<file path="config.mk">
export PLATFORM = sky130hd
export DESIGN_NAME = memreq_queue
export DESIGN_NICKNAME = d
export VERILOG_FILES = /design/src/rtl/memreq_queue.sv
export SDC_FILE = /design/constraint.sdc
export NUM_CORES = 1
export LEC_CHECK = 0
export BUFFER_PORTS_ARGS = -buffer_cell sky130_fd_sc_hd__buf_4
export CAP_MARGIN = 20
export CORE_MARGIN = 3
export CORE_UTILIZATION = 58
export DETAILED_ROUTE_END_ITERATION = 10
export GPL_TIMING_DRIVEN = 0
export PLACE_DENSITY = 0.83
export SETUP_SLACK_MARGIN = 0.5
export SYNTH_ARGS = -nofsm -noshare
export SYNTH_HDL_FRONTEND = slang
export SYNTH_SLANG_ARGS = --single-unit
</file>
<file path="constraint.sdc">
create_clock -name i_clk -period 3.8 [get_ports i_clk]
set_input_delay 0.19 -clock i_clk [delete_from_list [all_inputs] [get_ports i_clk]]
set_output_delay 0.19 -clock i_clk [all_outputs]
set_load 0.02 [all_outputs]
</file>
<file path="src/rtl/memreq_queue.sv">
// memreq_queue: load/store request FIFO between the CPU issue logic and a
// single-outstanding memory unit. Requests are released one at a time as a
// one-cycle strobe while the memory unit is idle. A bus error halts issue
// until a synchronous clear flushes the queue.
// Optional feature macro: MEMQ_BYPASS_EN. When defined, a push into an empty,
// idle queue goes straight to the strobe without being written to the FIFO.
module memreq_queue #(
  parameter int LGDEPTH = 2
) (
  input  logic               i_clk,
  input  logic               i_rst_n,
  input  logic               i_clear,
  input  logic               i_stb,
  input  logic               i_op,
  input  logic [31:0]        i_addr,
  input  logic [31:0]        i_data,
  input  logic [4:0]         i_oreg,
  output logic               o_stall,
  output logic               o_mem_stb,
  output logic               o_mem_op,
  output logic [31:0]        o_mem_addr,
  output logic [31:0]        o_mem_data,
  output logic [4:0]         o_mem_oreg,
  input  logic               i_mem_busy,
  input  logic               i_mem_err,
  output logic               o_err,
  output logic [LGDEPTH:0]   o_fill,
  output logic               o_pending
);

  localparam int DEPTH = 1 << LGDEPTH;
  localparam logic [LGDEPTH:0] FILL_FULL = (LGDEPTH + 1)'(DEPTH);

  // Entry layout: {op, addr, data, oreg}
  logic [69:0]          fifo_mem [DEPTH];
  logic [69:0]          push_word;
  logic [69:0]          head_word;

  logic [LGDEPTH-1:0]   wr_ptr_q, wr_ptr_d;
  logic [LGDEPTH-1:0]   rd_ptr_q, rd_ptr_d;
  logic [LGDEPTH:0]     fill_q, fill_d;
  logic                 err_q, err_d;
  logic                 mem_stb_q, mem_stb_d;
  logic [69:0]          mem_req_q, mem_req_d;

  logic                 accept;
  logic                 bypass;
  logic                 push_fifo;
  logic                 issue;

  assign push_word = {i_op, i_addr, i_data, i_oreg};
  assign head_word = fifo_mem[rd_ptr_q];

  // Stall depends only on registered state so the CPU never sees a loop through i_stb.
  assign o_stall = (fill_q == FILL_FULL) || err_q;
  assign accept  = i_stb && !o_stall && !i_clear;
  assign issue   = (fill_q != '0) && !mem_stb_q && !i_mem_busy && !err_q && !i_clear;

`ifdef MEMQ_BYPASS_EN
  assign bypass = accept && (fill_q == '0) && !i_mem_busy && !mem_stb_q && !err_q;
`else
  assign bypass = 1'b0;
`endif

  assign push_fifo = accept && !bypass;

  // Next-state: clear overrides everything; otherwise push, pop/issue and error capture.
  always_comb begin
    wr_ptr_d  = wr_ptr_q;
    rd_ptr_d  = rd_ptr_q;
    fill_d    = fill_q;
    err_d     = err_q;
    mem_stb_d = 1'b0;
    mem_req_d = mem_req_q;
    if (i_clear) begin
      wr_ptr_d = '0;
      rd_ptr_d = '0;
      fill_d   = '0;
      err_d    = 1'b0;
    end else begin
      if (push_fifo) begin
        wr_ptr_d = wr_ptr_q + LGDEPTH'(1);
      end
      if (issue) begin
        rd_ptr_d  = rd_ptr_q + LGDEPTH'(1);
        mem_stb_d = 1'b1;
        mem_req_d = head_word;
      end else if (bypass) begin
        mem_stb_d = 1'b1;
        mem_req_d = push_word;
      end
      if (push_fifo && !issue) begin
        fill_d = fill_q + (LGDEPTH + 1)'(1);
      end else if (!push_fifo && issue) begin
        fill_d = fill_q - (LGDEPTH + 1)'(1);
      end
      if (i_mem_err) begin
        err_d = 1'b1;
      end
    end
  end

  // Control and output registers with asynchronous reset.
  always_ff @(posedge i_clk or negedge i_rst_n) begin
    if (!i_rst_n) begin
      wr_ptr_q  <= '0;
      rd_ptr_q  <= '0;
      fill_q    <= '0;
      err_q     <= 1'b0;
      mem_stb_q <= 1'b0;
      mem_req_q <= '0;
    end else begin
      wr_ptr_q  <= wr_ptr_d;
      rd_ptr_q  <= rd_ptr_d;
      fill_q    <= fill_d;
      err_q     <= err_d;
      mem_stb_q <= mem_stb_d;
      mem_req_q <= mem_req_d;
    end
  end

  // FIFO storage; contents are only meaningful between the pointers, so no reset.
  always_ff @(posedge i_clk) begin
    if (push_fifo) begin
      fifo_mem[wr_ptr_q] <= push_word;
    end
  end

  assign o_mem_stb  = mem_stb_q;
  assign o_mem_op   = mem_req_q[69];
  assign o_mem_addr = mem_req_q[68:37];
  assign o_mem_data = mem_req_q[36:5];
  assign o_mem_oreg = mem_req_q[4:0];
  assign o_err      = err_q;
  assign o_fill     = fill_q;
  assign o_pending  = (fill_q != '0) || mem_stb_q || i_mem_busy;

endmodule

</file>
# Yosys cells after proc, flatten, opt, wreduce, memory -nomap -nowiden
# Memories as Yosys holds them, arrays and structs flattened. A register that Yosys moved wholly into a read port is not among the register bits.
# Index checks and enable logic that the tools add are counted.
word_totals:
  reg_bits: 9
  ramBits: 280
  wordCells: 50
  n_memories: 1
op_classes:
  add_sub_neg: 4
  n_eq_ne: 1
  n_mux: 13
  bitwise: 1
  n_reduce_logical: 25
memory_table:
  columns: ["name", "depth", "word_bits", "read_ports", "rd_clocked_by_memory_dff", "write_ports", "line", "text"]
  rows:
  - ["fifo_mem", 4, 70, 1, 1, 1, "35", "logic [69:0] fifo_mem [DEPTH];"]
op_table:
  columns: ["op", "count"]
  rows:
  - ["two-way mux 3 bit", 3]
  - ["logical AND 1 bit", 8]
  - ["logical NOT 1 bit", 8]
  - ["two-way mux 2 bit", 4]
  - ["two-way mux 1 bit", 6]
  - ["nonzero test 2 bit", 3]
  - ["nonzero test 3 bit", 2]
  - ["adder 2 x 1 -> 2 bit (second input constant)", 2]
  - ["adder 3 x 1 -> 3 bit (second input constant)", 1]
  - ["equality test 3 bit (second input constant)", 1]
  - ["logical OR 1 bit", 3]
  - ["subtractor 3 x 1 -> 3 bit (second input constant)", 1]
  - ["AND reduction 2 bit", 1]
  - ["NOT 1 bit", 1]

# Logic depth before layout (Yosys ltp)
# Gate-level depths: netlist (run 1).
logic_depth:
  word_depth: 10
  mapped_depth: 8

# Worst setup path after synthesis (run 1)
# Ideal clock, no wire load.
synth_timing:
  path_type: "register -> register"
  from: "register fill_q[2], in the netlist o_fill[2]"
  to: "memory fifo_mem[0][0], enable pin"
  setup_time_ns: 0.436
  arrival_ns: 2.724
  required_ns: 3.364
  path_slack_ns: 0.640
  stages_incl_launch_ff: 5
  n_path_buf: 0
  path_cell_list: "dfrtp_1 or3b_4 nand3b_4 nor2_1 and2_1"
synth_between:
  elab_chain_len: 7
synth_rtl:
  columns: ["element", "line", "text"]
  rows:
  - ["start, declared", "41", "logic [LGDEPTH:0] fill_q, fill_d;"]
  - ["start signal, assigned", "115", "fill_q <= fill_d;"]
  - ["equality test 3 bit", "55", "assign o_stall = (fill_q == FILL_FULL) || err_q;"]
  - ["logical OR 1 bit", "55", null]
  - ["logical NOT 1 bit", "56", "assign accept = i_stb && !o_stall && !i_clear;"]
  - ["logical AND 1 bit (2 in a row)", "56", null]
  - ["two-way mux 1 bit", "124", "if (push_fifo) begin"]
  - ["two-way mux 1 bit (not written as such)", "125", "fifo_mem[wr_ptr_q] <= push_word;"]
  - ["end, declared", "35", null]
# Every way passes these cells.

# Worst setup path in the final report (run 1)
layout_timing:
  from: "register fill_q[1], in the netlist o_fill[1]"
  to: "register fill_q[2], in the netlist o_fill[2]"
layout_between:
  elab_chain_len: 9
  word_cells_on_any_way: 20
  classes_between: "add/sub: 2; eq/ne: 1; mux: 3; reduce/logical: 14"
layout_rtl:
  columns: ["element"]
  rows:
  - ["branches (longest 9 deep; another with subtractor 3 x 1 -> 3 bit)"]
# Parallel ways; which one is timed is not known. The select of a mux whose other input is x is not followed.
# A chain may end at the register's enable or synchronous reset.

==> impl_metrics.csv, run 1 <==
group,metric,value,unit
grt,antenna_found_initial,0,
floorplanning,dieWidth,157.8,um
sta,period_share,0.6751,
layout,finalNonFillerCells,1144,
drt,viasPerCell,5.736,
floorplanning,die_area,0.02489,mm^2
cts,insertion_delay,0.50,ns
layout,final_nets,920,
status,status,"finished clean",
drt,dr_total_vias,6562,
drt,wl,26370,um
layout,nFillCells,1145,
grt,grt_usage,0.2217,
synthesis,yosysTopAreaCellShare,0.6294,
synthesis,synth_area_leaders,"edfxtp_1 63%, dfrtp_1 15%, mux4_2 12%",
floorplanning,die_h,157.8,um
placed_design,placed_cells,1009,
worst_setup_path,cp_slowest_cell,"or3b_4",
synthesis,async_flop_share,0.2201,
floorplanning,coreArea,0.02223,mm^2
cts,cts_buffers,36,
layout,drive_above_1_share,0.4363,
cts,cts_root_buffer,"clkbuf_16",
sta,setup_viol,0,
synthesis,synth_cell_types,30,
worst_setup_path,cp_max_fo,5,
layout,final_cell_area,0.01685,mm^2
floorplanning,rows,54,
worst_setup_path,crit_buf_inv,0,
sta,rsz0062_at_grt,"no",
worst_setup_path,critPathMaxStageDelay,0.45,ns
synthesis,synthFlopType,"edfxtp_1",
drt,firstDrtPassIters,4,
drt,drtAntennaViolNets,0,
worst_setup_path,worstSetupEndpointType,"register",
cts,clk_pin_slew,0.06,ns
sta,skew,0.01424,ns
cts,cts_tree,"done",
placed_design,gp_congestion,0.7547,
sta,hold_viol,0,
synthesis,synth_seq_cells,359,
synthesis,ys_warn_count,0,
worst_setup_path,crit_family,"simple AND/OR/NAND/NOR gates",
worst_setup_path,cp.required,4.18,ns
sta,fmax,0.3898,GHz
worst_setup_path,worstPathArrival,2.95,ns
cts,postCtsSetupRepairBufs,0,
grt,grt_pass1_vias,7443,
placed_design,port_buffers,152,
drt,drc_errors,0,
placed_design,post-dp-hpwl,15670,um
layout,ff_latch_area,0.01039,mm^2
power_and_ir_drop,powerDensity,670.8,mW/mm^2
run,cap_violations,0,
synthesis,netlist_area,0.01336,mm^2
layout,fin_util,0.7580,
worst_setup_path,startpoint_type,"register",
drt,wl_per_cell,23.05,um
worst_setup_path,path_cells,"or3b_4 > nand3b_4 > nor2_1 > and2_1 > fa_1 > and3b_1 > a32oi_1 > mux2_2",
synthesis,yosys.area.top_type,"edfxtp_1",
power_and_ir_drop,power,11.30,mW
layout,multi_input_area,0.002779,mm^2
floorplanning,io_pins,153,
synthesis,ys_seq_area_frac,0.7774,
hold_path,hp-class,"in -> reg",
power_and_ir_drop,cellLeakagePower,6.101,nW
placed_design,dpl_cell_area,0.01500,mm^2
synthesis,synth_fp_nets,653,
drt,drt_iter0_drc,400,
worst_setup_path,critPathKind,"reg -> reg",
synthesis,synthCells,572,
floorplanning,start_util,0.6009,
grt,grt_start_max_net_pins,47,
sta,slew_headroom,0.4618,
grt,grt_pass1_wl,41410,um
grt,gr-total-overflow,0,
cts,htree_levels,2,
synthesis,synth-edff-count,280,
sta,layout_min_cycle_time,2.565,ns
layout,syn_to_final_growth,26.14,%
sta,fin_hold_ws,0.1350,ns
cts,clk_path_buf_depth,3,
power_and_ir_drop,worst_ir_drop_vdd,433.9,uV
synthesis,syn_area_per_cell,23.35,um^2
sta,finalMaxSlewViolations,0,
cts,cts_sinks,359,
sta,tightestPinTransition,0.8073,ns
layout,antenna_cells,0,
stage by stage:
step / worst slack (ns) / TNS (ns)
floorplan: 0.6398 / 0
global placement: -0.5646 / -156.25
detailed placement: 1.267 / 0
CTS: 1.252 / 0
global route: 1.131 / 0
finish: 1.235 / 0
flip-flops by register name (all words and copies together), names as in the netlist:
name	cells
wr_ptr_q	2
mem_req_q	70
fifo_mem	280
o_mem_stb	1
o_err	1
rd_ptr_q	2
o_fill	3
worst reg2reg max path: stages (launching register included):
cell	delay, ns
dfrtp_1	0.44
or3b_4	0.45
nand3b_4	0.14
nor2_1	0.10
and2_1	0.18
fa_1	0.38
and3b_1	0.20
a32oi_1	0.20
mux2_2	0.36
cell usage in the layout, fill, tap and decap left out, types with 3 or more instances in the layout:
cell	synthesis	layout
buf_4	7	159
mux2_1	3	3
clkinv_1	0	3
clkbuf_16	0	37
dfrtp_1	79	79
mux2_4	11	11
clkinv_2	0	7
clkbuf_1	8	15
dlygate4sd3_1	0	72
buf_6	9	9
mux4_2	70	70
and2_4	0	4
inv_1	4	4
mux2_2	59	59
clkbuf_8	0	3
edfxtp_1	280	280
ha_1	4	4
buf_16	0	5
nor2_1	13	13
layout make-up:
type                            instances  area share
Sequential cell                       359      0.6163
Multi-Input combinational cell        184      0.1649
Timing Repair Buffer                  229      0.1187
Clock buffer                           47     0.05896
Tap cell                              280     0.02079
Buffer                                 25     0.01121
Clock inverter                         16    0.008242
Inverter                                4   0.0008911
routing by layer:
layer  global-route usage  share of wire  routed length (um)  vias up
li1                     -              -                   -     2855
met1               0.2769           0.39               10350     3461
met2               0.3979           0.54               14190      191
met3              0.04374          0.046                1206       55
met4              0.06488          0.023                 617        0
met5                    0              0                   0        -
Yosys cell counts (2+ instances only):
cell / count
mux2_4: 11
edfxtp_1: 280
nor3_2: 2
nand2b_1: 2
nor2_1: 13
buf_4: 7
clkbuf_1: 8
buf_6: 9
mux2_2: 59
mux2_1: 3
and2_1: 5
mux4_2: 70
xor2_1: 2
dfrtp_1: 79
inv_1: 4
ha_1: 4
what timing repair did:
action                    4_1_cts  5_1_grt
gates resized for setup         0        0
hold buffers                   72        0
hold endpoints to repair      322        0
cell families (layout without fill, tap and decap cells):
logic type	after synthesis	count (layout)	share of synthesized area
compound gates	1	1	0.0006558
simple gates	30	30	0.01480
mux	144	144	0.1834
xor+xnor	4	4	0.003185
flops	359	359	0.7774
fa+ha+maj	5	5	0.005246
buf+inv	29	321	0.01527
report_power, final:
| group | internal [mW] | switching [mW] |
|---|---|---|
| Sequential | 4.77 | 0.304 |
| Combinational | 1.49 | 1.38 |
| Clock | 1.98 | 1.38 |
final timing paths:
check | startpoint | cells past startpoint | to | slack, ns
min | i_clear | 3 | o_mem_stb | 0.13
max in group asynchronous | i_rst_n | 3 | mem_req_q[68] | 2.84
min reg2reg | mem_req_q[34] | 1 | mem_req_q[34] | 0.50
max reg2reg | o_fill[1] | 8 | o_fill[2] | 1.23
max | o_fill[1] | 8 | o_fill[2] | 1.23
min in group asynchronous | i_rst_n | 2 | mem_req_q[19] | 0.29
Power figures use the tool's default switching activity.
==> run 2: changes to the inputs <==
==> constraint.sdc (replaced) <==
create_clock -name i_clk -period 2.44 [get_ports i_clk]
set_input_delay 0.122 -clock i_clk [delete_from_list [all_inputs] [get_ports i_clk]]
set_output_delay 0.122 -clock i_clk [all_outputs]
set_load 0.02 [all_outputs]
==> run 2 against run 1 <==
Against the previous run:
- wire length up 10%
- worst hold slack got worse by 0.090 ns
- final cell count rose by 2.9%
- sequential share of layout area decreased by 1.6 points
- critical path depth is the same
- count of clock-buffer cells in the layout is 10 higher
- maximum frequency rose by 9.2%
- worst setup slack worse by 1.1 ns
- non-clock buffer count grew 28
- register-to-register slack worse by 1.1 ns
- power up 57%
- critical endpoint unchanged
- largest power group unchanged
==> impl_metrics.csv, run 2 (synthesized netlist as in run 1, its figures left out) <==
group,metric,value,unit
status,status,"finished clean",
worst_setup_path,critPathMaxStageDelay,0.43,ns
placed_design,gp_congestion,0.7908,
layout,antenna_cells,0,
sta,fin_hold_ws,0.04505,ns
cts,clk_path_buf_depth,3,
power_and_ir_drop,cellLeakagePower,6.325,nW
layout,regMostFlops,"fifo_mem",
sta,setup-tns-final,0,ns
floorplanning,die_h,157.8,um
sta,layout_min_cycle_time,2.350,ns
hold_path,whs_endpoint,"rd_ptr_q[1]",
grt,grt_start_max_net_pins,80,
layout,final_common_cell,"edfxtp_1",
placed_design,port_buffers,152,
hold_path,min_from,"i_mem_busy",
worst_setup_path,critPathKind,"reg -> reg",
worst_setup_path,startpoint_type,"register",
sta,slew_headroom,0.5555,
grt,grt_pass1_wl,42550,um
placed_design,post-dp-hpwl,15280,um
sta,period_share,0.9630,
sta,hold_viol,0,
layout,final_nets,952,
grt,grt_pass1_vias,7468,
worst_setup_path,worstPathArrival,2.74,ns
sta,rsz0062_at_grt,"yes",
power_and_ir_drop,powerDensity,1025,mW/mm^2
drt,drc_errors,0,
sta,finalMaxSlewViolations,0,
worst_setup_path,cp_slowest_cell,"or3b_4",
drt,firstDrtPassIters,4,
sta,setup_slack,0.09034,ns
sta,tightestPinTransition,0.6667,ns
worst_setup_path,cp.required,2.83,ns
layout,drive_above_1_share,0.4693,
layout,largest_register_ffs,280,
floorplanning,dieWidth,157.8,um
power_and_ir_drop,worst_ir_drop_vdd,874.6,uV
layout,final_cell_area,0.01731,mm^2
worst_setup_path,path_cells,"or3b_4 > nand3b_4 > nor2_4 > and2_4 > fa_2 > and3b_1 > a32oi_2 > mux2_2",
drt,drtAntennaViolNets,0,
placed_design,pre_cts_slack,0.02069,ns
floorplanning,start_util,0.6009,
cts,clk_pin_slew,0.06,ns
layout,fin_util,0.7786,
drt,wl_per_cell,24.72,um
sta,setup_viol,0,
grt,gr-total-overflow,0,
placed_design,dpl_cell_area,0.01499,mm^2
run,cap_violations,0,
worst_setup_path,worstSetupEndpointType,"register",
worst_setup_path,worstReg2RegStart,"o_fill[1]",
layout,syn_to_final_growth,29.56,%
drt,viasPerCell,5.842,
floorplanning,rows,54,
layout,final_cell_mix,"280 x edfxtp_1, 171 x buf_4, 75 x dfrtp_1, 72 x dlygate4sd3_1, 70 x mux4_2",
cts,htree_levels,2,
hold_path,hp-class,"in -> reg",
worst_setup_path,r2r_cells,8,
hold_path,hold_path_depth,5,
sta,skew,0.008868,ns
sta,fmax,0.4256,GHz
worst_setup_path,cp_max_fo,2,
cts,cts_root_buffer,"clkbuf_16",
worst_setup_path,r2r_end,"o_fill[2]",
grt,antenna_found_initial,0,
drt,drt_iter0_drc,470,
cts,cts_buffers,36,
grt,grt_usage,0.2297,
cts,insertion_delay,0.50,ns
drt,dr_total_vias,6876,
drt,wl,29090,um
floorplanning,io_pins,153,
floorplanning,die_area,0.02489,mm^2
worst_setup_path,rrSetupSlack,0.09,ns
cts,cts_tree,"done",
floorplanning,coreArea,0.02223,mm^2
cts,cts_sinks,359,
==> run 2: layout make-up <==
type                            instances  area (um^2)
Clock buffer                           57         1051
Multi-Input combinational cell        188         2849
Sequential cell                       359        10390
Timing Repair Buffer                  257         2416
Buffer                                 25        201.4
Inverter                                4        15.01
Fill cell                            1070         4922
Clock inverter                          7        33.78
Tap cell                              280        350.3
==> run 2: metal layers <==
metal / track usage / part of all wire / routed length, um
met1: 0.2919 / 0.39 / 11350
met2: 0.4036 / 0.53 / 15530
met3: 0.04429 / 0.052 / 1519
met4: 0.07603 / 0.024 / 692
met5: 0 / 0 / 0
==> run 2: what timing repair did <==
| item | CTS | global route |
|---|---|---|
| buffers inserted | 13 | 5 |
| hold buffers | 72 | 0 |
| resized for setup | 8 | 18 |
| pin swaps | 9 | 3 |
| gates cloned | 8 | 6 |
| hold endpoints to repair | 360 | 0 |
| setup endpoints to repair | 244 | 177 |
==> run 2: through the flow <==
step                      instances  total power, mW
after floorplan                 572            10.64
after global placement         1004            12.21
after detailed placement       1008            12.41
after CTS                      1165            17.70
after global routing           1177            18.43
final                          1177            17.73
==> run 2: worst max-delay path by stage <==
stage	startpoint	end	slack [ns]	depth (start not counted)
CTS	o_fill[1]	o_fill[2]	0.17	8
detailed placement	o_fill[0]	o_fill[2]	0.02	8
global route	o_fill[1]	o_fill[2]	0.05	8
global placement	o_fill[2]	fifo_mem[0][22]	-0.47	4
finish	o_fill[1]	o_fill[2]	0.09	8
floorplan	o_fill[0]	o_fill[2]	0.11	8
==> run 2: worst max-delay path, delay by kind of cell (launching register included) <==
kind / cells / cell delay [ns]
flip-flops: 1 / 0.41
adder cells (fa/ha/maj): 1 / 0.35
multiplexers: 1 / 0.36
AND/OR/NAND/NOR: 5 / 0.93
AO/OA/AOI/OAI: 1 / 0.18
==> run 2: power by group <==
group          internal [mW]  switching, mW
registers               7.44          0.469
logic                   2.46           2.27
clock network           2.95           2.15
total                   12.8           4.89
==> run 3: changes to the inputs <==
--- a/config.mk
+++ b/config.mk
@@ -7,11 +7,12 @@
 export LEC_CHECK = 0
 export BUFFER_PORTS_ARGS = -buffer_cell sky130_fd_sc_hd__buf_4
 export CAP_MARGIN = 20
+export CORE_ASPECT_RATIO = 0.9
 export CORE_MARGIN = 3
-export CORE_UTILIZATION = 58
+export CORE_UTILIZATION = 35
 export DETAILED_ROUTE_END_ITERATION = 10
 export GPL_TIMING_DRIVEN = 0
-export PLACE_DENSITY = 0.83
+export PLACE_DENSITY = 0.56
 export SETUP_SLACK_MARGIN = 0.5
 export SYNTH_ARGS = -nofsm -noshare
 export SYNTH_HDL_FRONTEND = slang
==> run 3 against run 2 <==
Against the previous run:
- non-clock buffer count down 18
- critical path depth unchanged
- critical endpoint unchanged
- clock power is 13% higher
- global-route usage is 9.2 points lower
- worst hold slack got worse by 0.0031 ns
- clock skew increased by 0.0067 ns
- count of clock-buffer cells in the layout decreased by 4
- critical path type unchanged
- via count shrank 6.3%
- sequential share of layout area fell by 0.17 points
==> impl_metrics.csv, run 3 (synthesized netlist as in run 1, its figures left out) <==
group,metric,value,unit
status,status,"finished clean",
sta,slew_headroom,0.5615,
drt,drtAntennaViolNets,0,
worst_setup_path,cp_max_fo,5,
sta,setup_slack,0.1648,ns
layout,largest_register_ffs,280,
placed_design,gp_congestion,0.6561,
drt,firstDrtPassIters,6,
cts,insertion_delay,0.52,ns
placed_design,post-dp-hpwl,16040,um
sta,skew,0.01560,ns
placed_design,pre_cts_slack,0.02373,ns
power_and_ir_drop,powerDensity,1047,mW/mm^2
layout,regMostFlops,"fifo_mem",
drt,drt_iter0_drc,241,
layout,fin_util,0.4633,
cts,cts_buffers,39,
worst_setup_path,critPathKind,"reg -> reg",
worst_setup_path,worstSetupEndpointType,"register",
hold_path,hp-class,"in -> reg",
drt,drc_errors,0,
cts,cts_sinks,359,
layout,final_common_cell,"edfxtp_1",
sta,hold_viol,0,
floorplanning,coreArea,0.03747,mm^2
worst_setup_path,worstPathArrival,2.67,ns
sta,layout_min_cycle_time,2.275,ns
grt,antenna_found_initial,1,
layout,final_cell_mix,"280 x edfxtp_1, 165 x buf_4, 74 x dfrtp_1, 73 x dlygate4sd3_1, 70 x mux4_2",
power_and_ir_drop,worst_ir_drop_vdd,666.8,uV
floorplanning,die_h,191.3,um
worst_setup_path,startpoint_type,"register",
sta,period_share,0.9324,
grt,grt_usage,0.1377,
sta,tightestPinTransition,0.6578,ns
drt,dr_total_vias,6444,
sta,setup_viol,0,
sta,rsz0062_at_grt,"yes",
drt,wl_per_cell,19.95,um
layout,drive_above_1_share,0.4568,
worst_setup_path,r2r_cells,8,
floorplanning,dieWidth,211.9,um
placed_design,port_buffers,152,
grt,grt_start_max_net_pins,54,
floorplanning,start_util,0.3565,
power_and_ir_drop,power,18.18,mW
cts,clk_pin_slew,0.06,ns
drt,wl,27210,um
floorplanning,io_pins,153,
layout,final_nets,933,
grt,gr-total-overflow,0,
run,cap_violations,0,
hold_path,hold_path_depth,3,
worst_setup_path,cp.required,2.83,ns
layout,syn_to_final_growth,29.95,%
floorplanning,die_area,0.04055,mm^2
floorplanning,rows,67,
power_and_ir_drop,cellLeakagePower,6.223,nW
cts,htree_levels,2,
sta,finalMaxSlewViolations,0,
drt,viasPerCell,4.724,
cts,cts_tree,"done",
grt,grt_pass1_wl,42540,um
cts,clk_path_buf_depth,3,
worst_setup_path,rrSetupSlack,0.16,ns
grt,grt_pass1_vias,7038,
cts,cts_root_buffer,"clkbuf_16",
layout,nFillCells,3195,
sta,fmax,0.4395,GHz
-- run 3: changes by cell type in the layout (fill, tap and decap cells not counted), moves of 4 or more --
cell | before | now
and2_2 | 4 | 0
buf_16 | 8 | 4
buf_4 | 171 | 165
bufinv_16 | 0 | 4
clkbuf_1 | 16 | 12
-- run 3: what timing repair did --
action                                 in CTS  in global routing
setup endpoints to repair                 351                351
pin swaps                                  10                  5
hold buffers                               73                  0
resized for setup                           9                  3
endpoints found under the hold margin     316                  0
setup buffers                               6                  3
-- run 3: worst max-delay path: stages (launching register included) --
cell and delay (ns):
dfrtp_2 0.41, or3b_4 0.42, nand3b_4 0.10, nor2_4 0.05
and2_4 0.13, fa_2 0.33, and3b_1 0.17, a32oi_1 0.19
mux2_2 0.35
-- run 3: area by class of cell --
class	count	area, um^2	share of cell area
sequential	359	10390	0.5986
multi-input combinational	184	2804	0.1615
timing repair buffer	239	2095	0.1207
clock buffer	53	1059	0.06098
tap	483	604.3	0.03481
buffer	25	201.4	0.01160
clock inverter	16	187.7	0.01081
inverter	4	15.01	0.0008649
antenna	1	2.502	0.0001442
-- run 3: stage by stage --
stage	area, um^2	hold WS (ns)	instances	setup TNS [ns]
2_1_floorplan	13380	-0.1736	572	0
3_3_place_gp	15120	0.3255	1207	-195.87
3_5_place_dp	15260	0.1172	1212	0
4_1_cts	17320	0.01469	1360	0
5_1_grt	17360	0.03933	1364	0
6_report	17360	0.04193	1364	0
-- run 3: final timing paths --
| kind | startpoint | to |
|---|---|---|
| min in group asynchronous | i_rst_n | mem_req_q[33] |
| max in group asynchronous | i_rst_n | o_fill[2] |
| worst max register to register | o_fill[0] | o_fill[2] |
| worst min-delay path | i_clear | o_fill[2] |
| worst max-delay path | o_fill[0] | o_fill[2] |
| worst min register to register | mem_req_q[34] | mem_req_q[34] |
-- run 3: power breakdown --
part,switching (mW),leakage (nW),internal (mW)
clock,2.28,0.603,3.46
sequential,0.422,3.48,7.44
combinational,2.17,2.14,2.41
-- run 3: routing by layer --
metal	vias up	global-route usage	wire [um]
li1	2892	-	-
met1	3376	0.1880	12260
met2	137	0.2261	13250
met3	39	0.02970	1219
met4	0	0.03477	484
met5	-	0	0
